**src/rtl/instr_decode_pkg.sv**
```systemverilog
// rtl/instr_decode_pkg.sv - shared RV32I opcode, funct and ALU constants for the decoder
package instr_decode_pkg;

    // Major opcodes
    localparam logic [6:0] OPCODE_LUI    = 7'b0110111;
    localparam logic [6:0] OPCODE_AUIPC  = 7'b0010111;
    localparam logic [6:0] OPCODE_I_TYPE = 7'b0010011;
    localparam logic [6:0] OPCODE_R_TYPE = 7'b0110011;
    localparam logic [6:0] OPCODE_LOAD   = 7'b0000011;
    localparam logic [6:0] OPCODE_STORE  = 7'b0100011;
    localparam logic [6:0] OPCODE_BRANCH = 7'b1100011;
    localparam logic [6:0] OPCODE_JAL    = 7'b1101111;
    localparam logic [6:0] OPCODE_JALR   = 7'b1100111;

    // funct3 values for OP / OP-IMM
    localparam logic [2:0] FUNCT3_ADD  = 3'b000;
    localparam logic [2:0] FUNCT3_SLL  = 3'b001;
    localparam logic [2:0] FUNCT3_SLT  = 3'b010;
    localparam logic [2:0] FUNCT3_SLTU = 3'b011;
    localparam logic [2:0] FUNCT3_XOR  = 3'b100;
    localparam logic [2:0] FUNCT3_SR   = 3'b101;
    localparam logic [2:0] FUNCT3_OR   = 3'b110;
    localparam logic [2:0] FUNCT3_AND  = 3'b111;

    // funct7 variants; bit 5 selects SUB / SRA
    localparam logic [6:0] FUNCT7_BASE = 7'b0000000;
    localparam logic [6:0] FUNCT7_ALT  = 7'b0100000;
    localparam int         FUNCT7_ALT_BIT = 5;

    // ALU operation codes
    localparam logic [3:0] ALU_ADD  = 4'd0;
    localparam logic [3:0] ALU_ADDI = 4'd0;
    localparam logic [3:0] ALU_SUB  = 4'd1;
    localparam logic [3:0] ALU_XOR  = 4'd2;
    localparam logic [3:0] ALU_OR   = 4'd3;
    localparam logic [3:0] ALU_AND  = 4'd4;
    localparam logic [3:0] ALU_SLL  = 4'd5;
    localparam logic [3:0] ALU_SRL  = 4'd6;
    localparam logic [3:0] ALU_SRA  = 4'd7;
    localparam logic [3:0] ALU_SLT  = 4'd8;
    localparam logic [3:0] ALU_SLTU = 4'd9;

    // Control bundle bit positions
    localparam int CTRL_REG_WRITE   = 0;
    localparam int CTRL_ALU_SRC_IMM = 1;
    localparam int CTRL_MEM_READ    = 2;
    localparam int CTRL_MEM_WRITE   = 3;
    localparam int CTRL_MEM_TO_REG  = 4;
    localparam int CTRL_BRANCH      = 5;
    localparam int CTRL_JUMP        = 6;
    localparam int CTRL_JALR        = 7;

    // Immediate format selector handed to the immediate generator
    typedef enum logic [2:0] {
        IMM_NONE,
        IMM_I,
        IMM_SHAMT,
        IMM_S,
        IMM_B,
        IMM_U,
        IMM_J
    } imm_fmt_e;

    // funct3 -> ALU op; alt picks SUB for 000 and SRA for 101
    function automatic logic [3:0] alu_from_funct3(input logic [2:0] f3, input logic alt);
        logic [3:0] op;
        op = ALU_ADD;
        case (f3)
            FUNCT3_ADD:  op = alt ? ALU_SUB : ALU_ADD;
            FUNCT3_SLL:  op = ALU_SLL;
            FUNCT3_SLT:  op = ALU_SLT;
            FUNCT3_SLTU: op = ALU_SLTU;
            FUNCT3_XOR:  op = ALU_XOR;
            FUNCT3_SR:   op = alt ? ALU_SRA : ALU_SRL;
            FUNCT3_OR:   op = ALU_OR;
            FUNCT3_AND:  op = ALU_AND;
            default:     op = ALU_ADD;
        endcase
        return op;
    endfunction

endpackage

```
**src/rtl/instr_decode_if.sv**
```systemverilog
// rtl/instr_decode_if.sv - instruction in / decoded fields out bundle
interface instr_decode_if;
    logic [31:0] instruction_encoding;
    logic [6:0]  opcode;
    logic [2:0]  funct3;
    logic [6:0]  funct7;
    logic [4:0]  rs1;
    logic [4:0]  rs2;
    logic [4:0]  rd;
    logic [31:0] imm;
    logic [3:0]  alu_op;
    logic [7:0]  control_unit_signal;
    logic        flush_cs;

    // Fetch side: supplies the word, observes the decode
    modport master (
        output instruction_encoding,
        input  opcode, funct3, funct7, rs1, rs2, rd, imm, alu_op,
               control_unit_signal, flush_cs
    );

    // Decoder side
    modport slave (
        input  instruction_encoding,
        output opcode, funct3, funct7, rs1, rs2, rd, imm, alu_op,
               control_unit_signal, flush_cs
    );
endinterface

```
**src/rtl/instr_decode_imm_gen.sv**
```systemverilog
// rtl/instr_decode_imm_gen.sv - combinational format-select immediate generator
module instr_decode_imm_gen
    import instr_decode_pkg::*;
(
    input  logic [31:7] instr_i,
    input  imm_fmt_e    fmt_i,
    output logic [31:0] imm_o
);

    // Assemble the immediate for the selected format; unknown formats yield 0
    always_comb begin
        imm_o = 32'h0;
        case (fmt_i)
            IMM_I:     imm_o = {{20{instr_i[31]}}, instr_i[31:20]};
            IMM_SHAMT: imm_o = {27'h0, instr_i[24:20]};
            IMM_S:     imm_o = {{20{instr_i[31]}}, instr_i[31:25], instr_i[11:7]};
            IMM_B:     imm_o = {{19{instr_i[31]}}, instr_i[31], instr_i[7],
                                instr_i[30:25], instr_i[11:8], 1'b0};
            IMM_U:     imm_o = {instr_i[31:12], 12'h0};
            IMM_J:     imm_o = {{11{instr_i[31]}}, instr_i[31], instr_i[19:12],
                                instr_i[20], instr_i[30:21], 1'b0};
            default:   imm_o = 32'h0;
        endcase
    end

endmodule

```
**src/rtl/instr_decode.sv**
```systemverilog
// rtl/instr_decode.sv - registered RV32I decoder between fetch and execute
module instr_decode
    import instr_decode_pkg::*;
(
    input  logic          clk,
    input  logic          reset,
    instr_decode_if.slave dec
);

    logic [31:0] instr;
    logic [6:0]  op;
    logic [2:0]  f3;
    logic [6:0]  f7;

    assign instr = dec.instruction_encoding;
    assign op    = instr[6:0];
    assign f3    = instr[14:12];
    assign f7    = instr[31:25];

    imm_fmt_e    imm_fmt;
    logic [31:0] imm_d;
    logic [3:0]  alu_op_d;
    logic [7:0]  ctrl_d;
    logic        flush_d;
    logic        zero_rs1;
    logic        zero_rs2;
    logic        zero_rd;
    logic [4:0]  rs1_d;
    logic [4:0]  rs2_d;
    logic [4:0]  rd_d;

    logic [6:0]  opcode_q;
    logic [2:0]  funct3_q;
    logic [6:0]  funct7_q;
    logic [4:0]  rs1_q;
    logic [4:0]  rs2_q;
    logic [4:0]  rd_q;
    logic [31:0] imm_q;
    logic [3:0]  alu_op_q;
    logic [7:0]  ctrl_q;
    logic        flush_q;

    instr_decode_imm_gen u_imm_gen (
        .instr_i (instr[31:7]),
        .fmt_i   (imm_fmt),
        .imm_o   (imm_d)
    );

    // Per-opcode control decode; unknown opcodes fall through as a no-op
    always_comb begin
        ctrl_d   = 8'h00;
        alu_op_d = ALU_ADD;
        flush_d  = 1'b0;
        imm_fmt  = IMM_NONE;
        zero_rs1 = 1'b0;
        zero_rs2 = 1'b0;
        zero_rd  = 1'b0;
        case (op)
            OPCODE_LUI, OPCODE_AUIPC: begin
                imm_fmt  = IMM_U;
                alu_op_d = ALU_ADDI;
                zero_rs1 = 1'b1;
                zero_rs2 = 1'b1;
                ctrl_d[CTRL_REG_WRITE]   = 1'b1;
                ctrl_d[CTRL_ALU_SRC_IMM] = 1'b1;
            end
            OPCODE_I_TYPE: begin
                imm_fmt  = (f3 == FUNCT3_SLL || f3 == FUNCT3_SR) ? IMM_SHAMT : IMM_I;
                // Only shifts look at funct7; ADDI with a negative imm must not become SUB
                alu_op_d = alu_from_funct3(f3, (f3 == FUNCT3_SR) && f7[FUNCT7_ALT_BIT]);
                zero_rs2 = 1'b1;
                ctrl_d[CTRL_REG_WRITE]   = 1'b1;
                ctrl_d[CTRL_ALU_SRC_IMM] = 1'b1;
            end
            OPCODE_R_TYPE: begin
                alu_op_d = alu_from_funct3(f3, f7[FUNCT7_ALT_BIT]);
                ctrl_d[CTRL_REG_WRITE] = 1'b1;
            end
            OPCODE_LOAD: begin
                imm_fmt  = IMM_I;
                zero_rs2 = 1'b1;
                ctrl_d[CTRL_REG_WRITE]   = 1'b1;
                ctrl_d[CTRL_ALU_SRC_IMM] = 1'b1;
                ctrl_d[CTRL_MEM_READ]    = 1'b1;
                ctrl_d[CTRL_MEM_TO_REG]  = 1'b1;
            end
            OPCODE_STORE: begin
                imm_fmt = IMM_S;
                zero_rd = 1'b1;
                ctrl_d[CTRL_ALU_SRC_IMM] = 1'b1;
                ctrl_d[CTRL_MEM_WRITE]   = 1'b1;
            end
            OPCODE_BRANCH: begin
                imm_fmt  = IMM_B;
                alu_op_d = ALU_SUB;
                zero_rd  = 1'b1;
                ctrl_d[CTRL_BRANCH] = 1'b1;
            end
            OPCODE_JAL: begin
                imm_fmt  = IMM_J;
                zero_rs1 = 1'b1;
                zero_rs2 = 1'b1;
                flush_d  = 1'b1;
                ctrl_d[CTRL_REG_WRITE] = 1'b1;
                ctrl_d[CTRL_JUMP]      = 1'b1;
            end
            OPCODE_JALR: begin
                imm_fmt  = IMM_I;
                zero_rs2 = 1'b1;
                flush_d  = 1'b1;
                ctrl_d[CTRL_REG_WRITE]   = 1'b1;
                ctrl_d[CTRL_ALU_SRC_IMM] = 1'b1;
                ctrl_d[CTRL_JUMP]        = 1'b1;
                ctrl_d[CTRL_JALR]        = 1'b1;
            end
            default: begin
            end
        endcase
    end

    assign rs1_d = zero_rs1 ? 5'd0 : instr[19:15];
    assign rs2_d = zero_rs2 ? 5'd0 : instr[24:20];
    assign rd_d  = zero_rd  ? 5'd0 : instr[11:7];

    // Output register; reset yields an all-zero "no operation" decode
    always_ff @(posedge clk or posedge reset) begin
        if (reset) begin
            opcode_q <= 7'd0;
            funct3_q <= 3'd0;
            funct7_q <= 7'd0;
            rs1_q    <= 5'd0;
            rs2_q    <= 5'd0;
            rd_q     <= 5'd0;
            imm_q    <= 32'd0;
            alu_op_q <= 4'd0;
            ctrl_q   <= 8'd0;
            flush_q  <= 1'b0;
        end else begin
            opcode_q <= op;
            funct3_q <= f3;
            funct7_q <= f7;
            rs1_q    <= rs1_d;
            rs2_q    <= rs2_d;
            rd_q     <= rd_d;
            imm_q    <= imm_d;
            alu_op_q <= alu_op_d;
            ctrl_q   <= ctrl_d;
            flush_q  <= flush_d;
        end
    end

    assign dec.opcode              = opcode_q;
    assign dec.funct3              = funct3_q;
    assign dec.funct7              = funct7_q;
    assign dec.rs1                 = rs1_q;
    assign dec.rs2                 = rs2_q;
    assign dec.rd                  = rd_q;
    assign dec.imm                 = imm_q;
    assign dec.alu_op              = alu_op_q;
    assign dec.control_unit_signal = ctrl_q;
    assign dec.flush_cs            = flush_q;

endmodule

```
**src/flat_wrapper.sv**
```systemverilog
// flat-port wrapper written by rule: the top's interface ports become plain ports
module instr_decode_flat import instr_decode_pkg::*;
  (clk, reset, dec_instruction_encoding, dec_opcode, dec_funct3, dec_funct7, dec_rs1, dec_rs2, dec_rd, dec_imm, dec_alu_op, dec_control_unit_signal, dec_flush_cs);
  instr_decode_if dec_i ();
  input  logic clk;
  input  logic reset;
  input wire logic [$bits(dec_i.instruction_encoding)-1:0] dec_instruction_encoding;
  output wire logic [$bits(dec_i.opcode)-1:0] dec_opcode;
  output wire logic [$bits(dec_i.funct3)-1:0] dec_funct3;
  output wire logic [$bits(dec_i.funct7)-1:0] dec_funct7;
  output wire logic [$bits(dec_i.rs1)-1:0] dec_rs1;
  output wire logic [$bits(dec_i.rs2)-1:0] dec_rs2;
  output wire logic [$bits(dec_i.rd)-1:0] dec_rd;
  output wire logic [$bits(dec_i.imm)-1:0] dec_imm;
  output wire logic [$bits(dec_i.alu_op)-1:0] dec_alu_op;
  output wire logic [$bits(dec_i.control_unit_signal)-1:0] dec_control_unit_signal;
  output wire logic [$bits(dec_i.flush_cs)-1:0] dec_flush_cs;
  assign dec_i.instruction_encoding = dec_instruction_encoding;
  assign dec_opcode = dec_i.opcode;
  assign dec_funct3 = dec_i.funct3;
  assign dec_funct7 = dec_i.funct7;
  assign dec_rs1 = dec_i.rs1;
  assign dec_rs2 = dec_i.rs2;
  assign dec_rd = dec_i.rd;
  assign dec_imm = dec_i.imm;
  assign dec_alu_op = dec_i.alu_op;
  assign dec_control_unit_signal = dec_i.control_unit_signal;
  assign dec_flush_cs = dec_i.flush_cs;
  instr_decode u_core (.clk(clk), .reset(reset), .dec(dec_i));
endmodule
```
**config.mk**
```make
export PLATFORM = sky130hd
export DESIGN_NAME = instr_decode_flat
export DESIGN_NICKNAME = d
export VERILOG_FILES = /design/src/rtl/instr_decode_pkg.sv /design/src/rtl/instr_decode_if.sv /design/src/rtl/instr_decode_imm_gen.sv /design/src/rtl/instr_decode.sv /design/src/flat_wrapper.sv
export SDC_FILE = /design/constraint.sdc
export NUM_CORES = 1
export LEC_CHECK = 0
export BUFFER_PORTS_ARGS = -buffer_cell sky130_fd_sc_hd__buf_4
export CAP_MARGIN = 25
export CORE_MARGIN = 2
export CORE_UTILIZATION = 40
export CTS_CLUSTER_DIAMETER = 60
export DETAILED_ROUTE_END_ITERATION = 12
export PLACE_DENSITY = 0.73
export SYNTH_ARGS = -nofsm -noshare
export SYNTH_HDL_FRONTEND = slang
export SYNTH_HIERARCHICAL = 1
export SYNTH_SLANG_ARGS = --single-unit
export TNS_END_PERCENT = 5
```
**constraint.sdc**
```tcl
create_clock -name clk -period 4.85 [get_ports clk]
set_input_delay 0 -clock clk [delete_from_list [all_inputs] [get_ports clk]]
set_output_delay 0 -clock clk [all_outputs]
set_load 0.03 [all_outputs]
```
---- Word-level counts from Yosys, hierarchy flattened ----
Index checks and enable logic that the tools add are counted.
storage, ports and cells
  register bits ........................... 77
  input port bits ......................... 34
  output and inout bits ................... 77
  logic and storage cells ................. 66
operators by class
  equality and inequality tests ........... 22
  muxes and demuxes ....................... 23
  reductions and logical operators ........ 11
operator list
  operator                                        count
  one-hot mux 32 bit (6 select lines)             1
  one-hot mux 4 bit (8 select lines)              2
  == test 3 bit (second input constant)           7
  == test 7 x 6 -> 1 bit (second input constant)  3
  == test 7 bit (second input constant)           3
  one-hot mux 3 bit (6 select lines)              1
  two-way mux 5 bit                               3
  == test 7 x 5 -> 1 bit (second input constant)  2
  two-way mux 1 bit                               14
  == test 3 x 2 -> 1 bit (second input constant)  4
  one-hot mux 4 bit (3 select lines)              1
  OR reduction 6 bit                              2
  OR reduction 2 bit                              4
  == test 7 x 2 -> 1 bit (second input constant)  1
  OR reduction 7 bit                              1
  == test 3 x 1 -> 1 bit (second input constant)  2
  logical NOT 3 bit                               1
  OR reduction 3 bit                              1
  two-way mux 2 bit                               1
  logical AND 1 bit                               1
  logical OR 1 bit                                1

---- Longest topological paths before layout ----
Gate-level depths: netlist of the first run.
  depth after elaboration ................. 6
  gate-level depth with buffers ........... 10

---- Cells and area by module ----
Netlist of the first run, hierarchy kept.
modules (own cells, without submodules)
  module                times used  cells an instance  area an instance (µm²)  seq. area each (µm²)
  instr_decode          1           147                2316.0                  1876.8
  instr_decode_imm_gen  1           94                 734.5                   0.0

---- Least setup slack after synthesis of the first run ----
No wires, ideal clock.
  path type ............................... input port to flip-flop
  start ................................... input dec_instruction_encoding[4]
  end ..................................... register u_core.imm_q[12], in the netlist u_core/dec.imm[12]
  setup time .............................. 141 ps
  data arrival time ....................... 1805 ps
  data required time ...................... 4709 ps
  slack ................................... 2904 ps
  stages on the path ...................... 8
  path buffers ............................ 2
  cell sequence ........................... buf_6 > and3b_2 > nand2_4 > o21a_1 > a221oi_1 > nand2b_1 > clkbuf_1 > o221ai_1
between the ends
  longest elaborated chain between the ends .. 5
  elaborated cells between the ends (all ways) .. 18
  classes of those cells .................. eq/ne (14); mux (2); reduce/logical (2)
ends and longest elaborated chain
  element                                               line                        text
  start: declaration                                    flat_wrapper.sv:7           input wire logic [$bits(dec_i.instruction_encoding)-1:0] dec_instruction_encoding;
  == test 7 x 2 -> 1 bit, or another cell as far along  instr_decode.sv:58          case (op)
  OR reduction 2 bit (no source line)                   -
  one-hot mux 3 bit (6 select lines) (*)                instr_decode.sv:58
  via u_core.imm_fmt[0]                                 instr_decode.sv:20          imm_fmt_e imm_fmt;
  == test 3 bit, or another cell as far along           instr_decode_imm_gen.sv:13  case (fmt_i)
  one-hot mux 32 bit (6 select lines) (*)               instr_decode_imm_gen.sv:13
  via u_core.imm_d[12]                                  instr_decode.sv:21          logic [31:0] imm_d;
  end signal: assignment                                instr_decode.sv:145         imm_q <= imm_d;
  end: declaration                                      instr_decode.sv:38          logic [31:0] imm_q;
The timed path passes the listed nets; every way through them passes the cells marked *.

---- Final worst setup path of the first run ----
  start ................................... input dec_instruction_encoding[6]
  end ..................................... register u_core.imm_q[17], in the netlist u_core/dec.imm[17]
Same word-level chain as after synthesis.

==> results of run 1 <==
-- cell families after synthesis --
family,after synthesis,synth area share [%]
flip-flops,75,61.5
AO/OA/AOI/OAI,33,8.33
XOR/XNOR,3,1.11
buffers and inverters,24,5.25
multiplexers,13,4.55
AND/OR/NAND/NOR,93,19.2
-- cell type report --
| type | count | area (um^2) |
|---|---|---|
| well taps | 99 | 124 |
| fillers | 575 | 2890 |
| flip-flops and latches | 75 | 1880 |
| clock inverters | 6 | 63.8 |
| multi-input cells | 142 | 1040 |
| repair buffers | 145 | 1170 |
| inverters | 5 | 20.0 |
| clock buffers | 10 | 138 |
-- where the power goes --
part,switching [mW],total (mW),internal (mW)
clock,0.232,0.484,0.252
combinational,0.111,0.193,0.0822
sequential,0.00630,0.653,0.646
total,0.349,1.33,0.980
-- synth_stat cells, drive strengths merged --
cell type / instances
and2: 17
and2b: 1
inv: 5
or4: 1
dfrtp: 75
a21o: 2
buf: 17
nor3b: 2
xnor2: 2
nor4bb: 4
o21ai: 5
and3: 2
nor2: 7
a32oi: 1
nand4b: 13
nand3: 14
o211a: 2
mux2i: 9
o311ai: 1
xor2: 1
or2: 1
a2111o: 1
a221o: 4
mux2: 4
or3: 1
a21oi: 6
nor3: 2
clkbuf: 2
nand2: 16
a221oi: 1
nor2b: 6
o21a: 1
o221ai: 8
and3b: 1
nand2b: 3
a211o: 1
nand3b: 2
-- final timing paths --
| kind | start | cells past startpoint | to |
|---|---|---|---|
| max | dec_instruction_encoding[6] | 7 | u_core/dec.imm[17] |
| min | dec_instruction_encoding[0] | 2 | u_core/dec.opcode[0] |
| max in group asynchronous | reset | 4 | u_core/dec.imm[12] |
| min in group asynchronous | reset | 4 | u_core/dec.control_unit_signal[6] |
-- routing by layer --
layer	up-vias	wire length, um	GRT usage, %	part of all wire [%]
met1	1147	3100	22.8	44
met5	-	0	0	0
met2	79	3470	28.5	49
met4	0	186	7.83	2.6
met3	13	341	4.65	4.8
li1	1125	-	-	-
-- flip-flops by register name, summed over array words and instances (netlist names) --
signal	flops
u_core/dec.rs1	5
u_core/dec.control_unit_signal	7
u_core/dec.funct7	7
u_core/dec.rs2	5
u_core/dec.imm	32
u_core/dec.opcode	7
u_core/dec.rd	5
u_core/dec.funct3	3
u_core/dec.alu_op	4
-- repair_timing --
action                                 4_1_cts  5_1_grt
endpoints found under the hold margin      142        0
hold buffers                                33        0
setup buffers                                0        0
==> run_results.csv, run 1 <==
group,metric,value,unit
cts,htree_levels,3,
detailed_routing,drtAntennaViolNets,0,
cts,cts_tree,"built",
cts,cts_resized,0,
global_route,grt_max_degree,76,
detailed_routing,dr.pass1.iters,4,
setup_path,cp.arrival,2.79,ns
logic_synthesis,yosys_warnings,6,
cells_and_area,syn_to_final_growth,45.5,%
placement,place_area,3910,um^2
placement,hpwl,4.60,mm
floorplanning,dieArea,8340,um^2
logic_synthesis,synth_top_cell_area_share,61.5,%
detailed_routing,remaining_drc_errors,0,
sta,slew_violations,0,
sta,hold_violations,0,
placement,gp_congestion,0.791,
sta,tightest_slew,0.908,ns
setup_path,worstSetupEndpointType,"flip-flop",
global_route,grt.overflow.total,0,
setup_path,path_cells,"dlygate4sd3_1 -> buf_4 -> nor2_1 -> a32oi_1 -> nor2_2 -> nand3b_1 -> o221ai_1",
cts,cts_buffers,9,
floorplanning,die_h,91.3,um
setup_path,critPathMaxStageDelay,0.70,ns
cells_and_area,nets,412,
global_route,grt_pass1_vias,2290,
cts,cts_sinks,75,
global_route,grt_first_pass_wirelength,11.6,mm
logic_synthesis,yosys-top-cells-area,"dfrtp_1 (62%), nand4b_1 (3.7%), and2_1 (3.5%)",
setup_path,critPathKind,"primary input to flip-flop",
cts,clk_path_buf_depth,2,
sta,finalSetupViolations,0,
placement,port-buffer-count,110,
power,power,1.33,mW
sta,post-route-period-util,54.0,%
sta,relSlewSlack,39.3,%
cts,clkTransAtPathRegs,0.08,ns
setup_path,critPathSlowestCell,"nor2_2",
logic_synthesis,synthCells,241,
cells_and_area,fin_area,4440,um^2
sta,finalCriticalPeriod,2.62,ns
cts,cts-root-buf,"clkbuf_8",
cells_and_area,layout-drive-gt1-share,37.6,%
global_route,antenna_found_initial,0,
power,vdd_drop_max,0.200,mV
logic_synthesis,ys_ff_latch,75,
status,status,"completed",
placement,pre_cts_slack,2.46,ns
detailed_routing,routed_wl,7.10,mm
power,total_leakage_power,2.18,nW
logic_synthesis,synth_cell_types,44,
detailed_routing,post_drt_wl_per_cell,14.7,um
logic_synthesis,syn-num-nets,275,
job,maxCapViolations,0,
sta,rsz0062_at_grt,"no",
sta,holdWs,0.321,ns
floorplanning,start_util,41.6,%
floorplanning,boundaryPins,111,
logic_synthesis,postSynthAreaPerCell,12.7,um^2
detailed_routing,vias,2364,
logic_synthesis,netlist_area,3050,um^2
power,power_density,299,nW/um^2
setup_path,path_buf_inv,2,
setup_path,crit_path_max_fanout,25,
logic_synthesis,ys_seq_area_share,61.5,%
setup_path,start_kind,"primary input",
logic_synthesis,yosysTopAreaCell,"dfrtp_1",
setup_path,path_delay_family,"simple AND/OR/NAND/NOR gates",
cells_and_area,fin_cells,482,
cells_and_area,layout_commonest_cell,"buf_4",
global_route,grt.total_usage,17.8,%
floorplanning,core_area,7330,um^2
floorplanning,die_w,91.3,um
cells_and_area,antenna_cells,0,
cells_and_area,final_util,60.5,%
sta,tns,0,ns
sta,fmax,0.382,GHz
floorplanning,placementRows,31,
setup_path,cp.required,5.02,ns
detailed_routing,drtIter0Drc,83,
detailed_routing,via_per_inst,4.90,
placement,dp.cells,433,
sta,setup_ws,2.23,ns
cells_and_area,layout_common_cells,"buf_4 (112), dfrtp_1 (75), dlygate4sd3_1 (33), and2_1 (17)",
hold_path,hp-class,"primary input to flip-flop",
(Power assumes the default switching activity.)
==> run 2: changes to the inputs <==
PLACE_DENSITY = 0.75   (was 0.73)
clock period = 2.2 ns   (was 4.85 ns; I/O delays follow)
==> run 2 against run 1 <==
  * Die area stayed put
  * Sequential share of layout area is 1.3 points lower
  * Clock-buffer cell count shrank 1
  * Clock power increased by 120%
  * Sequential power is 120% higher
  * Worst setup slack got worse by 2.0 ns
  * Combinational power rose by 130%
  * Core utilization up 2.0 points
  * Largest cell class unchanged
  * Highest routed layer unchanged
==> run_results.csv, run 2 (synthesis results as in run 1) <==
group,metric,value,unit
status,status,"completed",
job,maxCapViolations,0,
floorplanning,die_w,91.3,um
hold_path,hp-class,"primary input to flip-flop",
power,p_sw,0.803,mW
setup_path,start_kind,"primary input",
power,total_leakage_power,2.26,nW
detailed_routing,via_per_inst,4.94,
detailed_routing,drtIter0Drc,82,
power,intPower,2.16,mW
placement,pre_cts_slack,0.131,ns
cts,htree_levels,3,
placement,dp.cells,441,
floorplanning,dieArea,8340,um^2
setup_path,critPathKind,"primary input to flip-flop",
cells_and_area,layout-drive-gt1-share,39.5,%
power,power,2.96,mW
cts,cts-root-buf,"clkbuf_8",
power,vdd_drop_max,0.329,mV
sta,tns,0,ns
sta,hold_violations,0,
floorplanning,boundaryPins,111,
sta,slew_violations,0,
power,power_density,646,nW/um^2
cells_and_area,final_util,62.5,%
cells_and_area,syn_to_final_growth,50.2,%
floorplanning,start_util,41.6,%
setup_path,cp.arrival,2.22,ns
global_route,grt_pass1_vias,2453,
sta,setup_ws,0.182,ns
placement,port-buffer-count,110,
sta,tightest_slew,0.627,ns
global_route,grt_max_degree,41,
placement,hpwl,5.05,mm
sta,finalSetupViolations,0,
cells_and_area,nets,424,
power,combPwrFrac,14.8,%
cts,clkTransAtPathRegs,0.08,ns
cells_and_area,fin_area,4580,um^2
detailed_routing,routed_wl,7.44,mm
sta,finalCriticalPeriod,2.02,ns
power,netSwitchingFraction,27.1,%
cells_and_area,fin_cells,494,
cts,cts_sinks,75,
global_route,grt.total_usage,18.6,%
sta,holdWs,0.00841,ns
global_route,antenna_found_initial,0,
placement,place_area,3990,um^2
cells_and_area,antenna_cells,0,
floorplanning,placementRows,31,
detailed_routing,drtAntennaViolNets,0,
cts,clk_path_buf_depth,2,
setup_path,worstSetupEndpointType,"flip-flop",
setup_path,crit_path_max_fanout,33,
sta,rsz0062_at_grt,"no",
sta,relSlewSlack,58.2,%
cts,cts_tree,"built",
cells_and_area,layout_commonest_cell,"buf_4",
detailed_routing,post_drt_wl_per_cell,15.1,um
cells_and_area,largest_register_ff_count,32,
global_route,grt_first_pass_wirelength,12.2,mm
placement,gp_congestion,0.723,
detailed_routing,dr.pass1.iters,4,
cells_and_area,fillers,585,
power,clockPowerShare,36.6,%
detailed_routing,vias,2440,
detailed_routing,remaining_drc_errors,0,
floorplanning,core_area,7330,um^2
floorplanning,die_h,91.3,um
power,seqPwrFrac,48.6,%
cells_and_area,layout_common_cells,"buf_4 (119), dfrtp_1 (75), dlygate4sd3_1 (33), and2_1 (17)",
setup_path,cp.required,2.40,ns
cts,cts_buffers,9,
sta,fmax,0.495,GHz
sta,post-route-period-util,91.7,%
global_route,grt.overflow.total,0,
-- run 2: what timing repair did --
| item | CTS | global route |
|---|---|---|
| hold endpoints to repair | 103 | 0 |
| endpoints found under the setup margin | 0 | 24 |
| setup buffers | 0 | 3 |
| hold buffers | 34 | 0 |
| gates resized for setup | 0 | 3 |
-- run 2: layer usage --
metal  vias to the layer above  track usage (%)  part of all wire (%)
li1                       1151                -                     -
met1                      1204             22.7                    43
met2                        76             31.8                    51
met3                         9             5.39                   5.1
met4                         0             6.06                   1.3
met5                         -                0                     0
-- run 2: power groups by stage --
stage	combinational (mW)	clock (mW)	sequential (mW)
3_5_place_dp	0.390	0	1.47
4_1_cts	0.440	1.11	1.44
6_report	0.439	1.08	1.44
3_3_place_gp	0.384	0	1.47
5_1_grt	0.471	1.16	1.44
2_1_floorplan	0.107	0	1.57
-- run 2: final cells by class --
class | count | area, um^2 | share of cell area [%]
flip-flops and latches | 75 | 1880 | 41.0
clock buffers | 9 | 124 | 2.70
inverters | 5 | 20.0 | 0.437
clock inverters | 7 | 83.8 | 1.83
multi-input cells | 142 | 1050 | 22.9
well taps | 99 | 124 | 2.70
repair buffers | 157 | 1310 | 28.5
-- run 2: worst max-delay path, stage by stage --
cell           delay [ns]
dlygate4sd3_1        0.52
buf_4                0.15
and3b_2              0.27
nand2_4              0.10
o21a_1               0.15
a221oi_4             0.26
buf_12               0.22
nand3b_1             0.36
nand3_1              0.15
-- run 2: path summary, 6_finish.rpt --
path | startpoint | end | slack (ns) | depth (start not counted)
max | dec_instruction_encoding[6] | u_core/dec.imm[28] | 0.18 | 9
min | dec_instruction_encoding[4] | u_core/dec.opcode[4] | 0.008 | 2
max in group asynchronous | reset | u_core/dec.imm[31] | 1.30 | 4
min in group asynchronous | reset | u_core/dec.rs2[1] | 0.27 | 3
